<file path="src/rtl/miner_pkg.sv">
// Shared miner types: nonce width and the drop-counter width used by the
// control, golden-nonce buffering and comm stages.
package miner_pkg;
  localparam int NONCE_W    = 32;
  localparam int DROP_CNT_W = 16;

  typedef logic [NONCE_W-1:0]    nonce_t;
  typedef logic [DROP_CNT_W-1:0] drop_cnt_t;

  localparam drop_cnt_t DROP_CNT_MAX = '1;
endpackage

</file>
<file path="src/rtl/sync_fifo_fwft.sv">
// Generic single-clock show-ahead FIFO: the head is visible on dout while
// valid=1; pop advances it. Flush empties the queue and beats push/pop.
module sync_fifo_fwft #(
  parameter int DEPTH = 8,
  parameter int W     = 32,
  localparam int AW   = $clog2(DEPTH),
  localparam int CW   = AW + 1
) (
  input  logic          clk,
  input  logic          rst_n,
  input  logic          push,
  input  logic [W-1:0]  din,
  input  logic          pop,
  input  logic          flush,
  output logic [W-1:0]  dout,
  output logic          valid,
  output logic          full,
  output logic [CW-1:0] count
);

  logic [W-1:0]  mem_q [DEPTH];
  logic [AW-1:0] wr_ptr_q, wr_ptr_d;
  logic [AW-1:0] rd_ptr_q, rd_ptr_d;
  logic [CW-1:0] count_q, count_d;
  logic          pop_ok, push_ok, mem_we;

  always_comb begin
    pop_ok   = pop && (count_q != '0);
    // A pop on a full queue frees the slot the push lands in.
    push_ok  = push && ((count_q != CW'(DEPTH)) || pop_ok);
    mem_we   = 1'b0;
    wr_ptr_d = wr_ptr_q;
    rd_ptr_d = rd_ptr_q;
    count_d  = count_q;
    if (flush) begin
      rd_ptr_d = wr_ptr_q;
      count_d  = '0;
    end else begin
      mem_we = push_ok;
      if (push_ok) wr_ptr_d = wr_ptr_q + AW'(1);
      if (pop_ok)  rd_ptr_d = rd_ptr_q + AW'(1);
      count_d = count_q + CW'(push_ok) - CW'(pop_ok);
    end
  end

  always_ff @(posedge clk or negedge rst_n) begin
    if (!rst_n) begin
      wr_ptr_q <= '0;
      rd_ptr_q <= '0;
      count_q  <= '0;
    end else begin
      wr_ptr_q <= wr_ptr_d;
      rd_ptr_q <= rd_ptr_d;
      count_q  <= count_d;
    end
  end

  always_ff @(posedge clk) begin
    if (mem_we) mem_q[wr_ptr_q] <= din;
  end

  assign valid = (count_q != '0);
  assign full  = (count_q == CW'(DEPTH));
  assign count = count_q;
  assign dout  = valid ? mem_q[rd_ptr_q] : '0;

endmodule

</file>
<file path="src/rtl/golden_nonce_fifo.sv">
// Golden-nonce buffer: latency-corrects captured nonces, drops back-to-back
// duplicates, queues them for the comm block and accounts for overflow drops.
module golden_nonce_fifo
  import miner_pkg::*;
#(
  parameter int     DEPTH        = 8,
  parameter nonce_t NONCE_OFFSET = 32'd0,
  parameter bit     DEDUP        = 1'b1,
  localparam int    CW           = $clog2(DEPTH) + 1
) (
  input  logic                  hash_clk,
  input  logic                  rst_n,
  input  logic                  rx_new_nonce,
  input  logic [NONCE_W-1:0]    rx_golden_nonce,
  input  logic                  rx_flush,
  input  logic                  rx_ack,
  input  logic                  rx_clear_overflow,
  output logic [NONCE_W-1:0]    tx_nonce,
  output logic                  tx_valid,
  output logic [CW-1:0]         tx_count,
  output logic                  tx_overflow,
  output logic [DROP_CNT_W-1:0] tx_drop_count
);

  nonce_t    adj, last_nonce_q, last_nonce_d;
  logic      last_valid_q, last_valid_d;
  logic      overflow_q, overflow_d;
  drop_cnt_t drop_cnt_q, drop_cnt_d;
  logic      dup, push_req, pop, full, accept, drop;

  sync_fifo_fwft #(.DEPTH(DEPTH), .W(NONCE_W)) u_fifo (
    .clk   (hash_clk),
    .rst_n (rst_n),
    .push  (push_req),
    .din   (adj),
    .pop   (rx_ack),
    .flush (rx_flush),
    .dout  (tx_nonce),
    .valid (tx_valid),
    .full  (full),
    .count (tx_count)
  );

  always_comb begin
    adj      = rx_golden_nonce - NONCE_OFFSET;
    dup      = DEDUP && last_valid_q && (adj == last_nonce_q);
    push_req = rx_new_nonce && !rx_flush && !dup;
    pop      = rx_ack && tx_valid;
    accept   = push_req && (!full || pop);
    drop     = push_req && full && !pop;

    last_nonce_d = last_nonce_q;
    last_valid_d = last_valid_q;
    if (rx_flush) begin
      last_valid_d = 1'b0;
    end else if (accept) begin
      last_nonce_d = adj;
      last_valid_d = 1'b1;
    end

    // A drop in the same cycle as a clear restarts the count at one.
    overflow_d = overflow_q;
    drop_cnt_d = drop_cnt_q;
    if (drop) begin
      overflow_d = 1'b1;
      if (rx_clear_overflow)              drop_cnt_d = drop_cnt_t'(1);
      else if (drop_cnt_q != DROP_CNT_MAX) drop_cnt_d = drop_cnt_q + drop_cnt_t'(1);
    end else if (rx_clear_overflow) begin
      overflow_d = 1'b0;
      drop_cnt_d = '0;
    end
  end

  always_ff @(posedge hash_clk or negedge rst_n) begin
    if (!rst_n) begin
      last_nonce_q <= '0;
      last_valid_q <= 1'b0;
      overflow_q   <= 1'b0;
      drop_cnt_q   <= '0;
    end else begin
      last_nonce_q <= last_nonce_d;
      last_valid_q <= last_valid_d;
      overflow_q   <= overflow_d;
      drop_cnt_q   <= drop_cnt_d;
    end
  end

  assign tx_overflow   = overflow_q;
  assign tx_drop_count = drop_cnt_q;

endmodule

</file>
<file path="config.mk">
export PLATFORM = sky130hd
export DESIGN_NAME = golden_nonce_fifo
export DESIGN_NICKNAME = d
export VERILOG_FILES = /design/src/rtl/miner_pkg.sv /design/src/rtl/sync_fifo_fwft.sv /design/src/rtl/golden_nonce_fifo.sv
export SDC_FILE = /design/constraint.sdc
export NUM_CORES = 1
export LEC_CHECK = 0
export BUFFER_PORTS_ARGS = -buffer_cell sky130_fd_sc_hd__buf_4
export CORE_MARGIN = 8
export CORE_UTILIZATION = 54
export DETAILED_ROUTE_END_ITERATION = 10
export MAX_ROUTING_LAYER = met4
export PLACE_DENSITY = 0.75
export SLEW_MARGIN = 0
export SYNTH_ARGS = -nofsm -noshare
export SYNTH_HDL_FRONTEND = slang
export SYNTH_SLANG_ARGS = --single-unit
export TNS_END_PERCENT = 30
</file>
<file path="constraint.sdc">
create_clock -name hash_clk -period 5.48 [get_ports hash_clk]
set_input_delay 1.096 -clock hash_clk [delete_from_list [all_inputs] [get_ports hash_clk]]
set_output_delay 1.096 -clock hash_clk [all_outputs]
set_load 0.05 [all_outputs]
</file>
==> key figures, run 1 <==
Power
  – Peak VDD IR: 0.377 mV
  – Psw: between 2 and 3 mW
  – Pint: 5.23 mW
  – P per Cell Area: approximately 540 nW/um2
  – Switching share of total power: a little over a third
  – Sequential share of power: approximately 40%
  – Combinational share of power: between 30% and 40%
  – Clock group share of total power: approximately 26%
  – Total power: a little over 8 mW
  – Leakage: 5.24 nW

Timing
  – Final Hold Viols: 0
  – Setup Skew: about 0.018 ns
  – Least-Margin Pin Slew: 0.877 ns
  – Final Setup Violations: 0
  – Tcrit/Tclk final: ~75%
  – Final TNS setup: 0 ns
  – RSZ-0062 raised after global routing: no
  – Final hold slack: 0.528 ns
  – Minimum clock period: 4.09 ns
  – F_max: 245 MHz
  – Fin. max-slew vios: 0
  – Setup WS post-layout: ~1.4 ns
  – Slew HR: 41.5%

Logic synthesis
  – Mean Syn Cell Area: ~18 um2
  – Flip-flop and latch count after synthesis: roughly 320
  – Async SR Flop Fraction: between 10% and 20%
  – Sequential cell area fraction in the yosys report: a little over two thirds
  – Synth top area share: 59.2%
  – Mapped Nets: 761
  – Post-Syn Area: 13,000 um2
  – Area leader, netlist: edfxtp_1
  – YS warnings: 0
  – Largest cells by area after synthesis: edfxtp_1, dfrtp_1, mux4_2, mux2_2, mux2i_1
  – Primary FF master, synth: edfxtp_1
  – Synth cell types: 44
  – Mapped Cells: approximately 710
  – Post-synth EDFFs: about 260

Finish
  – Area Overhead vs Synth: 16.4%
  – Multi-input logic area: between 3000 and 4000 um2
  – Post-Route Utilization: ~64%
  – Non-filler cells, final: between 1,000 and 1,500
  – Filler instances: 1,602
  – Antenna Cells: 0
  – Reg area: 9200 um2
  – NumNets Final: approximately 870
  – Share of layout cells above drive strength 1: approximately a third
  – Final non-filler cell area: roughly 15,000 um2

Min path
  – Min-delay src: last_nonce_q[23]$_DFFE_PN0P_
  – Hold Path Class: reg2reg

Global routing
  – GRT Util Overall: a little under a fifth
  – Congestion Overflow GR: 0
  – First-pass GRT wire length: between 40,000 and 50,000 um
  – Antenna violations before repair: 0
  – Number of global-route vias before repair: roughly 7,400
  – Largest net degree at the start of global routing: 61

Clocking
  – CTS Hold Bufs: 0
  – CTS resizes: 0
  – H-tree depth: 1
  – Clk slew on worst S/H paths: ~0.06 ns
  – Clock Tree Buf Depth: 3
  – Cts bufs inserted: 31
  – Worst skew pair latency: about 0.55 ns
  – CTS tree: done
  – CTS root buf: clkbuf_16
  – Clock sink total: between 300 and 400
  – # Post-CTS Setup Buffers: 0

Run
  – Max-cap violations: 0

Placement
  – Pre-CTS setup slack: ~1.1 ns
  – Number of buffers added on ports: 91
  – Dpl hpwl: 16,100 um
  – Final RePlAce weighted congestion: 0.887
  – Placed Instance Area: around 14,000 um2
  – Placed Cells: 1,105

Critical path
  – RR Startpoint: last_nonce_q[13]$_DFFE_PN0P_
  – Crit-path cells: buf_4 > mux4_2 > mux2i_1 > nor2_1 > buf_4
  – Cell with the largest stage delay on the worst path: dfrtp_4
  – WP data arrival: ~3 ns
  – CP endpoint kind: primary output
  – Critical path's most frequent cell: buf_4
  – Critical path's largest stage delay: 1.00 ns
  – Critical path required time: between 4 and 5 ns
  – Start point of the critical path: u_fifo.rd_ptr_q[0]$_DFFE_PN0P_
  – R2R setup slack: 1.91 ns
  – Reg2Reg Depth: 10
  – Worst Setup Path Type: reg2out
  – End of the critical path: tx_nonce[2]
  – Startpoint class of the critical path: register
  – CP max FO: 44
  – Reg2reg end: u_fifo.count[2]$_DFF_PN0_

Floorplan
  – Core outline area: approximately 24,000 um2
  – Starting Density: between 50% and 60%
  – Die Height: 171 um
  – Die ar.: between 20,000 and 30,000 um2
  – Row Count: 56
  – Boundary Pins: 92
  – Die Width: 171 um

Detailed routing
  – Drt first pass iters: 5
  – DRT Wirelength: between 20,000 and 30,000 um
  – Wire length per cell: 22.8 um
  – DRC Markers: 0
  – Post-route ant nets: 0
  – Iteration-0 DRC count of the detailed router: between 500 and 600
  – Post-DR vias/cell: ~5.9
  – Routed vias: 6,891

Run status
  – Status: complete, no violations
## state kept, by name, summed over array words and instances, names as in the netlist
signal / cells
last_nonce_q: 32
last_valid_q: 1
tx_drop_count: 16
tx_overflow: 1
u_fifo.count: 4
u_fifo.mem_q: 256
u_fifo.rd_ptr_q: 3
u_fifo.wr_ptr_q: 3
## area by class of cell
class | count | area share [%]
multi-input combinational | 351 | 24.2
clock buffer | 36 | 5.26
sequential | 316 | 60.8
clock inverter | 21 | 1.37
timing repair buffer | 106 | 5.35
tap | 319 | 2.64
inverter | 13 | 0.323
## cells by family after synthesis
kind of cell | Yosys count | synth area share (%)
xor gates and xnor gates | 39 | 2.63
and+or+nand+nor | 136 | 5.83
buffers and inverters | 46 | 1.43
DFF | 316 | 70.7
AOI/OAI and AO/OA | 33 | 1.63
muxes | 133 | 16.7
adders and majority gates | 10 | 1.02
## synth_stat cells (all sizes together), types with 8 or more instances
cell type / n
clkbuf: 16
ha: 9
buf: 17
nor2: 42
nand2: 15
a21oi: 13
edfxtp: 256
mux2i: 34
mux2: 35
o21ai: 8
nor3: 10
xnor2: 37
mux4: 64
inv: 13
nand4: 16
dfrtp: 60
## routing by layer
metal | share of wire (%) | global-route usage [%] | wire length, um | vias to the layer above
li1 | - | - | - | 3019
met1 | 41 | 24.2 | 10900 | 3596
met2 | 51 | 31.7 | 13400 | 232
met3 | 6.4 | 3.48 | 1700 | 44
met4 | 1.7 | 4.39 | 463 | 0
met5 | 0 | - | 0 | -
## how the worst min path moves through the flow
stage | cells after the start | slack (ns) | end
6_report | 1 | 0.53 | last_nonce_q[23]$_DFFE_PN0P_
5_1_grt | 1 | 0.54 | last_nonce_q[23]$_DFFE_PN0P_
4_1_cts | 1 | 0.53 | last_nonce_q[7]$_DFFE_PN0P_
3_5_place_dp | 1 | 0.52 | last_nonce_q[23]$_DFFE_PN0P_
3_3_place_gp | 1 | 0.51 | last_nonce_q[15]$_DFFE_PN0P_
2_1_floorplan | 1 | 0.50 | last_nonce_q[15]$_DFFE_PN0P_
## layout by cell type (no fill, tap or decap), types with 3 or more instances in the layout
| master | n |
|---|---|
| nor3_2 | 3 |
| clkinv_1 | 10 |
| clkbuf_1 | 5 |
| nand2b_1 | 5 |
| or4_1 | 5 |
| mux2_2 | 35 |
| nor4b_2 | 3 |
| nand4_1 | 16 |
| edfxtp_1 | 256 |
| o21ai_0 | 8 |
| nand2_1 | 15 |
| nand3b_1 | 3 |
| nor2b_1 | 6 |
| a21oi_1 | 13 |
| mux4_2 | 64 |
| nor2_1 | 42 |
| and3_1 | 3 |
| buf_4 | 105 |
| or3_1 | 5 |
| inv_1 | 12 |
| dfrtp_1 | 57 |
| nor3_1 | 6 |
| xnor2_1 | 37 |
| clkbuf_16 | 31 |
| mux2i_1 | 34 |
| o31ai_1 | 6 |
| bufinv_16 | 4 |
| nand3_1 | 6 |
| clkinv_2 | 3 |
| ha_1 | 9 |
## worst max-delay path: cells and delay by family (launching register included)
kind	cells	cell delay, ns
buf+inv	2	0.61
flops	1	1.00
mux	2	0.73
simple gates	1	0.08
## power groups by stage
stage / clock network [mW] / registers (mW) / logic [mW]
final: 2.07 / 3.16 / 2.87
after global routing: 2.20 / 3.20 / 3.04
after CTS: 2.11 / 3.17 / 2.90
after detailed placement: 0 / 3.22 / 2.89
after global placement: 0 / 3.19 / 2.83
after floorplan: 0 / 3.07 / 2.19
(Power assumes the default switching activity.)
==> run 2: changes to the inputs <==
- ABC_AREA: unset -> 1
- CORE_UTILIZATION: 54 -> 55
- PLACE_DENSITY: 0.75 -> 0.74
- clock period: 5.48 -> 4.14 ns (I/O delays scaled with it)
==> run 2 against run 1 <==
Final cell count grew 40%. Worst hold slack lost 0.18 ns. Total power grew 40%. Critical path depth grew 1. Utilization grew 0.44 points. First-iteration DRC count grew 43%. Wire length grew 13%. Die area grew 1.2%. Critical path type unchanged. Highest routed layer unchanged.
==> key figures, run 2 <==
Timing
  – Tcrit/Tclk final: around 82%
  – Fin. max-slew vios: 0 (unchanged)
  – Setup WS post-layout: 0.736 ns (-0.658 ns)
  – RSZ-0062 raised after global routing: no
  – Final Hold Viols: 0 (unchanged)
  – Slew HR: 46.4% (+4.8 points)
  – Minimum clock period: around 3.4 ns
  – Final TNS setup: 0 ns (unchanged)
  – Final Setup Violations: 0 (unchanged)
  – Setup Skew: 0.0104 ns (-0.00731 ns)
  – Least-Margin Pin Slew: 0.805 ns (-0.0723 ns)
  – F_max: around 290 MHz

Power
  – Psw: 4.62 mW (+61%)
  – Pint: 6.74 mW (+29%)
  – P per Cell Area: 729 nW/um2 (+36%)
  – Clock group share of total power: 24.7% (-0.9 points)
  – Peak VDD IR: 0.459 mV (+22%)
  – Switching share of total power: 40.6% (+5.2 points)
  – Sequential share of power: 34.5% (-4.5 points)
  – Combinational share of power: 40.8% (+5.4 points)
  – Leakage: 6.02 nW (+15%)
  – Total power: 11.4 mW (+40%)

Placement
  – Dpl hpwl: 17,500 um (+9.1%)
  – Pre-CTS setup slack: 0.920 ns (-0.147 ns)
  – Placed Cells: 1,574 (+42%)
  – Final RePlAce weighted congestion: 0.816 (-8.0%)
  – Number of buffers added on ports: 91 (unchanged)
  – Placed Instance Area: 14,500 um2 (+3.0%)

Global routing
  – Largest net degree at the start of global routing: 131 (+110%)
  – First-pass GRT wire length: 47,100 um (+12%)
  – Number of global-route vias before repair: 8,760 (+18%)
  – Antenna violations before repair: 1 (+1)
  – Congestion Overflow GR: 0 (unchanged)
  – GRT Util Overall: 20.9% (+1.9 points)

Floorplan
  – Boundary Pins: 92 (unchanged)
  – Die ar.: 29,600 um2 (+1.2%)
  – Starting Density: 55.6% (+0.43 points)
  – Core outline area: 24,100 um2 (+2.4%)
  – Die Height: 172 um (+0.59%)
  – Die Width: 172 um (+0.59%)
  – Row Count: 57 (+1.8%)

Run
  – Max-cap violations: 0 (unchanged)

Clocking
  – CTS tree: done
  – H-tree depth: 1 (unchanged)
  – Worst skew pair latency: 0.54 ns (about the same)
  – Clock Tree Buf Depth: 3 (unchanged)
  – CTS resizes: 0 (unchanged)
  – CTS root buf: clkbuf_16
  – Cts bufs inserted: 31 (unchanged)
  – Clk slew on worst S/H paths: 0.07 ns (about the same)
  – Clock sink total: 316 (unchanged)
  – CTS Hold Bufs: 0 (unchanged)
  – # Post-CTS Setup Buffers: 0 (unchanged)

Critical path
  – Reg2Reg Depth: 12 (+2)
  – CP max FO: 66 (+50%)
  – Reg2reg end: u_fifo.mem_q[2][10]$_DFFE_PP_
  – Startpoint class of the critical path: register
  – Critical path required time: 3.31 ns (-1.07 ns)
  – Worst Setup Path Type: reg2out
  – RR Startpoint: u_fifo.count[2]$_DFF_PN0_
  – R2R setup slack: 1.49 ns (-0.42 ns)
  – WP data arrival: 2.58 ns (-0.41 ns)
  – CP endpoint kind: primary output

Finish
  – Area Overhead vs Synth: 16.2% (about the same)
  – Most frequent cells in the layout: edfxtp_1, nor2_1, o21ai_0, nand2_1, buf_4
  – NumNets Final: 1,331 (+54%)
  – Largest register FFs: 256 (unchanged)
  – Most common cell after layout, fill and taps aside: edfxtp_1
  – Final non-filler cell area: 15,600 um2 (+3.1%)
  – Share of layout cells above drive strength 1: 16.4% (-15 points)
  – Filler instances: 1,835 (+15%)
  – Top reg by flops: u_fifo.mem_q
  – Non-filler cells, final: 1,632 (+40%)

Detailed routing
  – DRT Wirelength: 30,000 um (+13%)
  – Wire length per cell: 18.4 um (-19%)
  – Post-route ant nets: 0 (unchanged)
  – Routed vias: 9,081 (+32%)
  – Drt first pass iters: 5 (unchanged)
  – DRC Markers: 0 (unchanged)
  – Iteration-0 DRC count of the detailed router: 759 (+43%)
  – Post-DR vias/cell: 5.56 (-6.2%)

Logic synthesis
  – Async SR Flop Fraction: 19.0% (unchanged)
  – Mapped Cells: 1,200 (+68%)
  – YS warnings: 0 (unchanged)
  – Sequential cell area fraction in the yosys report: 68.5% (-2.2 points)
  – Post-Syn Area: 13,400 um2 (+3.2%)
  – Flip-flop and latch count after synthesis: 316 (unchanged)
  – Count leader, synth: edfxtp_1
  – Mean Syn Cell Area: 11.2 um2 (-39%)
  – Commonest cells post-synth: edfxtp_1, nor2_1, o21ai_0
  – Mapped Nets: 1,248 (+64%)
  – Largest cells by area after synthesis: edfxtp_1, dfrtp_1, o21ai_0, nor2_1, nand2_1
  – Area leader, netlist: edfxtp_1
  – Post-synth EDFFs: 256 (unchanged)
  – Synth top area share: 57.3% (-1.8 points)
  – Synth cell types: 40 (-9.1%)
  – Primary FF master, synth: edfxtp_1

Run status
  – Status: complete, no violations

Min path
  – Hold Path Class: in2async
==> run 2: metrics by stage <==
step | hold WS, ns | util [%]
final | 0.346 | 64.7
after global routing | 0.410 | 64.7
after floorplan | 0.468 | -
after CTS | 0.387 | 64.6
after global placement | 0.481 | 60.3
after detailed placement | 0.485 | 60.3
==> run 2: cell type report <==
cell class              instances  area, um2  area share, %
inverters                      75        283           1.81
clock buffers                  39        846           5.43
flip-flops and latches        316       9190           59.0
diodes                          1       2.50         0.0161
multi-input cells             746       3700           23.8
well taps                     324        405           2.60
clock inverters                18        191           1.23
repair buffers                113        961           6.17
==> run 2: worst max-delay path by stage <==
stage                     slack (ns)  cells past startpoint                       endpoint                      startpoint
after CTS                       0.75                      6                    tx_nonce[6]  u_fifo.rd_ptr_q[1]$_DFFE_PN0P_
after floorplan                 0.53                      8                   tx_nonce[22]       u_fifo.count[2]$_DFF_PN0_
after detailed placement        0.92                     15  u_fifo.mem_q[3][17]$_DFFE_PP_              rx_golden_nonce[9]
after global routing            0.58                      6                    tx_nonce[2]  u_fifo.rd_ptr_q[1]$_DFFE_PN0P_
after global placement          1.02                     15   u_fifo.mem_q[7][1]$_DFFE_PP_              rx_golden_nonce[9]
final                           0.74                      6                    tx_nonce[6]  u_fifo.rd_ptr_q[1]$_DFFE_PN0P_
==> run 2: critical path, cell delays in order (launching register included) <==
cell	delay, ns
dfrtp_2	0.38
buf_4	0.62
o21ai_0	0.20
o22ai_1	0.20
o21ai_0	0.17
a31oi_1	0.22
buf_4	0.22
==> run 2: cell families after synthesis <==
kind of cell	count (synthesis)	share of synthesized area, %
xor+xnor	22	1.44
simple gates	442	13.8
flops	316	68.5
fa+ha+maj	10	0.989
buf+inv	138	4.30
compound gates	272	10.9
==> run 2: per-layer routing <==
metal | track usage (%) | vias up | routed length, um
met4 | 5.25 | 0 | 451
met2 | 34.1 | 315 | 14500
met5 | - | - | 0
li1 | - | 4333 | -
met3 | 3.56 | 39 | 2150
met1 | 27.2 | 4394 | 13000
==> run 2: power by group through the flow <==
stage	clock (mW)	combinational (mW)	sequential [mW]
final	2.80	4.64	3.92
after global routing	2.95	5.03	3.95
after CTS	2.83	4.66	3.92
after detailed placement	0	4.64	3.98
after global placement	0	4.58	3.97
after floorplan	0	3.15	4.02
==> run 3: changes to the inputs <==
- clock period: 4.14 -> 3.4 ns (I/O delays scaled with it)
==> run 3 against run 2 <==
Critical path type unchanged. Non-clock buffer count increased by 6. Clock power grew 16%. First-iteration DRC count shrank 2.5%. Largest cell class unchanged.
==> key figures, run 3 (synthesized netlist as in run 2, its figures left out) <==
Run status
  – Status: complete, no violations

Floorplan
  – Die ar.: 29,600 um2 (unchanged)
  – Row Count: 57 (unchanged)
  – Die Height: 172 um (unchanged)
  – Starting Density: 55.6% (unchanged)
  – Die Width: 172 um (unchanged)
  – Boundary Pins: 92 (unchanged)
  – Core outline area: 24,100 um2 (unchanged)

Power
  – Sequential share of power: 35.4% (+0.9 points)
  – P per Cell Area: 883 nW/um2 (+21%)
  – Peak VDD IR: 0.541 mV (+18%)
  – Psw: 5.63 mW (+22%)
  – Leakage: 6.02 nW (about the same)
  – Clock group share of total power: 23.7% (-1.0 points)
  – Pint: 8.10 mW (+20%)
  – Switching share of total power: 41.0% (+0.39 points)
  – Combinational share of power: 40.9% (about the same)

Global routing
  – Antenna violations before repair: 0 (-1)
  – Congestion Overflow GR: 0 (unchanged)
  – First-pass GRT wire length: 47,100 um (+0.12%)
  – Largest net degree at the start of global routing: 76 (-42%)
  – GRT Util Overall: 20.9% (about the same)
  – Number of global-route vias before repair: 8,838 (+0.89%)

Critical path
  – CP endpoint kind: primary output
  – Worst Setup Path Type: reg2out
  – CP max FO: 21 (-68%)
  – WP data arrival: 2.60 ns (+0.02 ns)
  – Critical path's largest stage delay: 0.63 ns (about the same)
  – Cell with the largest stage delay on the worst path: dfrtp_4
  – Largest delay contributor family on the critical path: buffers and inverters
  – Critical path required time: 2.72 ns (-0.59 ns)
  – CP Buf/Inv Count: 3 (+1)
  – Startpoint class of the critical path: register
  – Crit-path cells: inv_4 > buf_4 > o21ai_0 > o22ai_1 > o21ai_0 > a31oi_1 > buf_4

Timing
  – Minimum clock period: about 3.3 ns
  – Least-Margin Pin Slew: 1.16 ns (+0.357 ns)
  – Slew HR: 22.4% (-24 points)
  – Final Setup Violations: 0 (unchanged)
  – Fin. max-slew vios: 0 (unchanged)
  – Tcrit/Tclk final: about 96%
  – RSZ-0062 raised after global routing: no
  – Setup Skew: 0.0233 ns (+0.0129 ns)
  – F_max: 305 MHz
  – Setup WS post-layout: 0.125 ns (-0.611 ns)
  – Final hold slack: 0.228 ns (-0.118 ns)
  – Final Hold Viols: 0 (unchanged)

Finish
  – Antenna Cells: 0 (-1)
  – Most frequent cells in the layout: edfxtp_1, nor2_1, o21ai_0, nand2_1, buf_4
  – Largest register FFs: 256 (unchanged)
  – Most common cell after layout, fill and taps aside: edfxtp_1
  – Post-Route Utilization: 64.5% (-0.18 points)
  – Non-filler cells, final: 1,637 (+0.31%)
  – Top reg by flops: u_fifo.mem_q
  – Filler instances: 1,798 (-2.0%)
  – Final non-filler cell area: 15,500 um2 (-0.27%)
  – NumNets Final: 1,337 (+0.45%)
  – Area Overhead vs Synth: 15.9%
  – Share of layout cells above drive strength 1: 16.6% (+0.15 points)

Detailed routing
  – Iteration-0 DRC count of the detailed router: 740 (-2.5%)
  – Wire length per cell: 18.3 um (-0.66%)
  – Post-DR vias/cell: 5.55 (-0.17%)
  – DRC Markers: 0 (unchanged)
  – DRT Wirelength: 29,900 um (-0.36%)
  – Drt first pass iters: 7 (+2)
  – Routed vias: 9,093 (+0.13%)
  – Post-route ant nets: 0 (unchanged)

Clocking
  – CTS Hold Bufs: 0 (unchanged)
  – Cts bufs inserted: 31 (unchanged)
  – CTS root buf: clkbuf_16
  – CTS tree: done
  – Worst skew pair latency: 0.56 ns (+0.02 ns)
  – Clock Tree Buf Depth: 3 (unchanged)
  – Clock sink total: 316 (unchanged)
  – Clk slew on worst S/H paths: 0.06 ns (about the same)
  – H-tree depth: 1 (unchanged)

Placement
  – Dpl hpwl: 17,200 um (-1.8%)
  – Final RePlAce weighted congestion: 0.815 (-0.18%)
  – Placed Cells: 1,580 (+0.38%)
  – Placed Instance Area: 14,600 um2 (about the same)
  – Pre-CTS setup slack: 0.189 ns (-0.731 ns)
  – Number of buffers added on ports: 91 (unchanged)

Run
  – Max-cap violations: 0 (unchanged)

Min path
  – Hold Path Class: in2async
==> run 3: power by group through the flow <==
stage               registers (mW)  logic [mW]  clock network, mW
floorplan                     4.90        3.84                  0
global placement              4.91        5.55                  0
detailed placement            4.92        5.62                  0
CTS                           4.85        5.64               3.29
global route                  4.89        6.08               3.45
finish                        4.86        5.61               3.26
==> run 3: final cells by class <==
| cell class | instances | area [um2] | area share, % |
|---|---|---|---|
| Sequential cell | 316 | 9200 | 59.2 |
| Clock inverter | 22 | 170 | 1.09 |
| Clock buffer | 35 | 811 | 5.22 |
| Timing Repair Buffer | 119 | 972 | 6.26 |
| Inverter | 75 | 285 | 1.84 |
| Tap cell | 324 | 405 | 2.61 |
| Multi-Input combinational cell | 746 | 3700 | 23.8 |
==> run 3: repair_timing <==
item	4_1_cts	5_1_grt
setup buffers	0	0
resized for setup	1	2
setup endpoints to repair	1	5
==> run 3: worst reg2reg max path, delay by kind of cell, from the launching register on <==
kind | cells | cell delay, ns
simple gates | 7 | 1.77
flops | 1 | 0.34
buf+inv | 3 | 0.21
fa+ha+maj | 1 | 0.20
==> run 3: metrics by stage <==
stage	total power, mW	setup TNS, ns
6_report	13.7	0
5_1_grt	14.4	0
4_1_cts	13.8	0
3_5_place_dp	10.5	0
3_3_place_gp	10.5	0
2_1_floorplan	8.74	-26.08
==> run 3: path summary, 6_finish.rpt <==
path | slack [ns] | to | cells after the start | from
setup / recovery | 0.12 | tx_nonce[26] | 7 | u_fifo.rd_ptr_q[1]$_DFFE_PN0P_
hold / removal | 0.23 | tx_drop_count[7]$_DFFE_PN0P_ | 1 | rst_n
setup reg to reg | 0.48 | u_fifo.mem_q[2][5]$_DFFE_PP_ | 11 | u_fifo.count[2]$_DFF_PN0_
hold reg to reg | 0.50 | last_nonce_q[24]$_DFFE_PN0P_ | 2 | last_nonce_q[24]$_DFFE_PN0P_
max in group asynchronous | 2.54 | u_fifo.rd_ptr_q[0]$_DFFE_PN0P_ | 1 | rst_n
min in group hash_clk | 0.36 | u_fifo.mem_q[3][19]$_DFFE_PP_ | 1 | rx_golden_nonce[19]
==> run 3: layer usage <==
metal	vias up	share of wire (%)	wire length, um	GRT usage [%]
met2	351	48	14400	34.0
li1	4332	-	-	-
met5	-	0	0	-
met1	4368	43	12800	28.0
met4	0	1.4	431	4.61
met3	42	7.4	2220	2.97
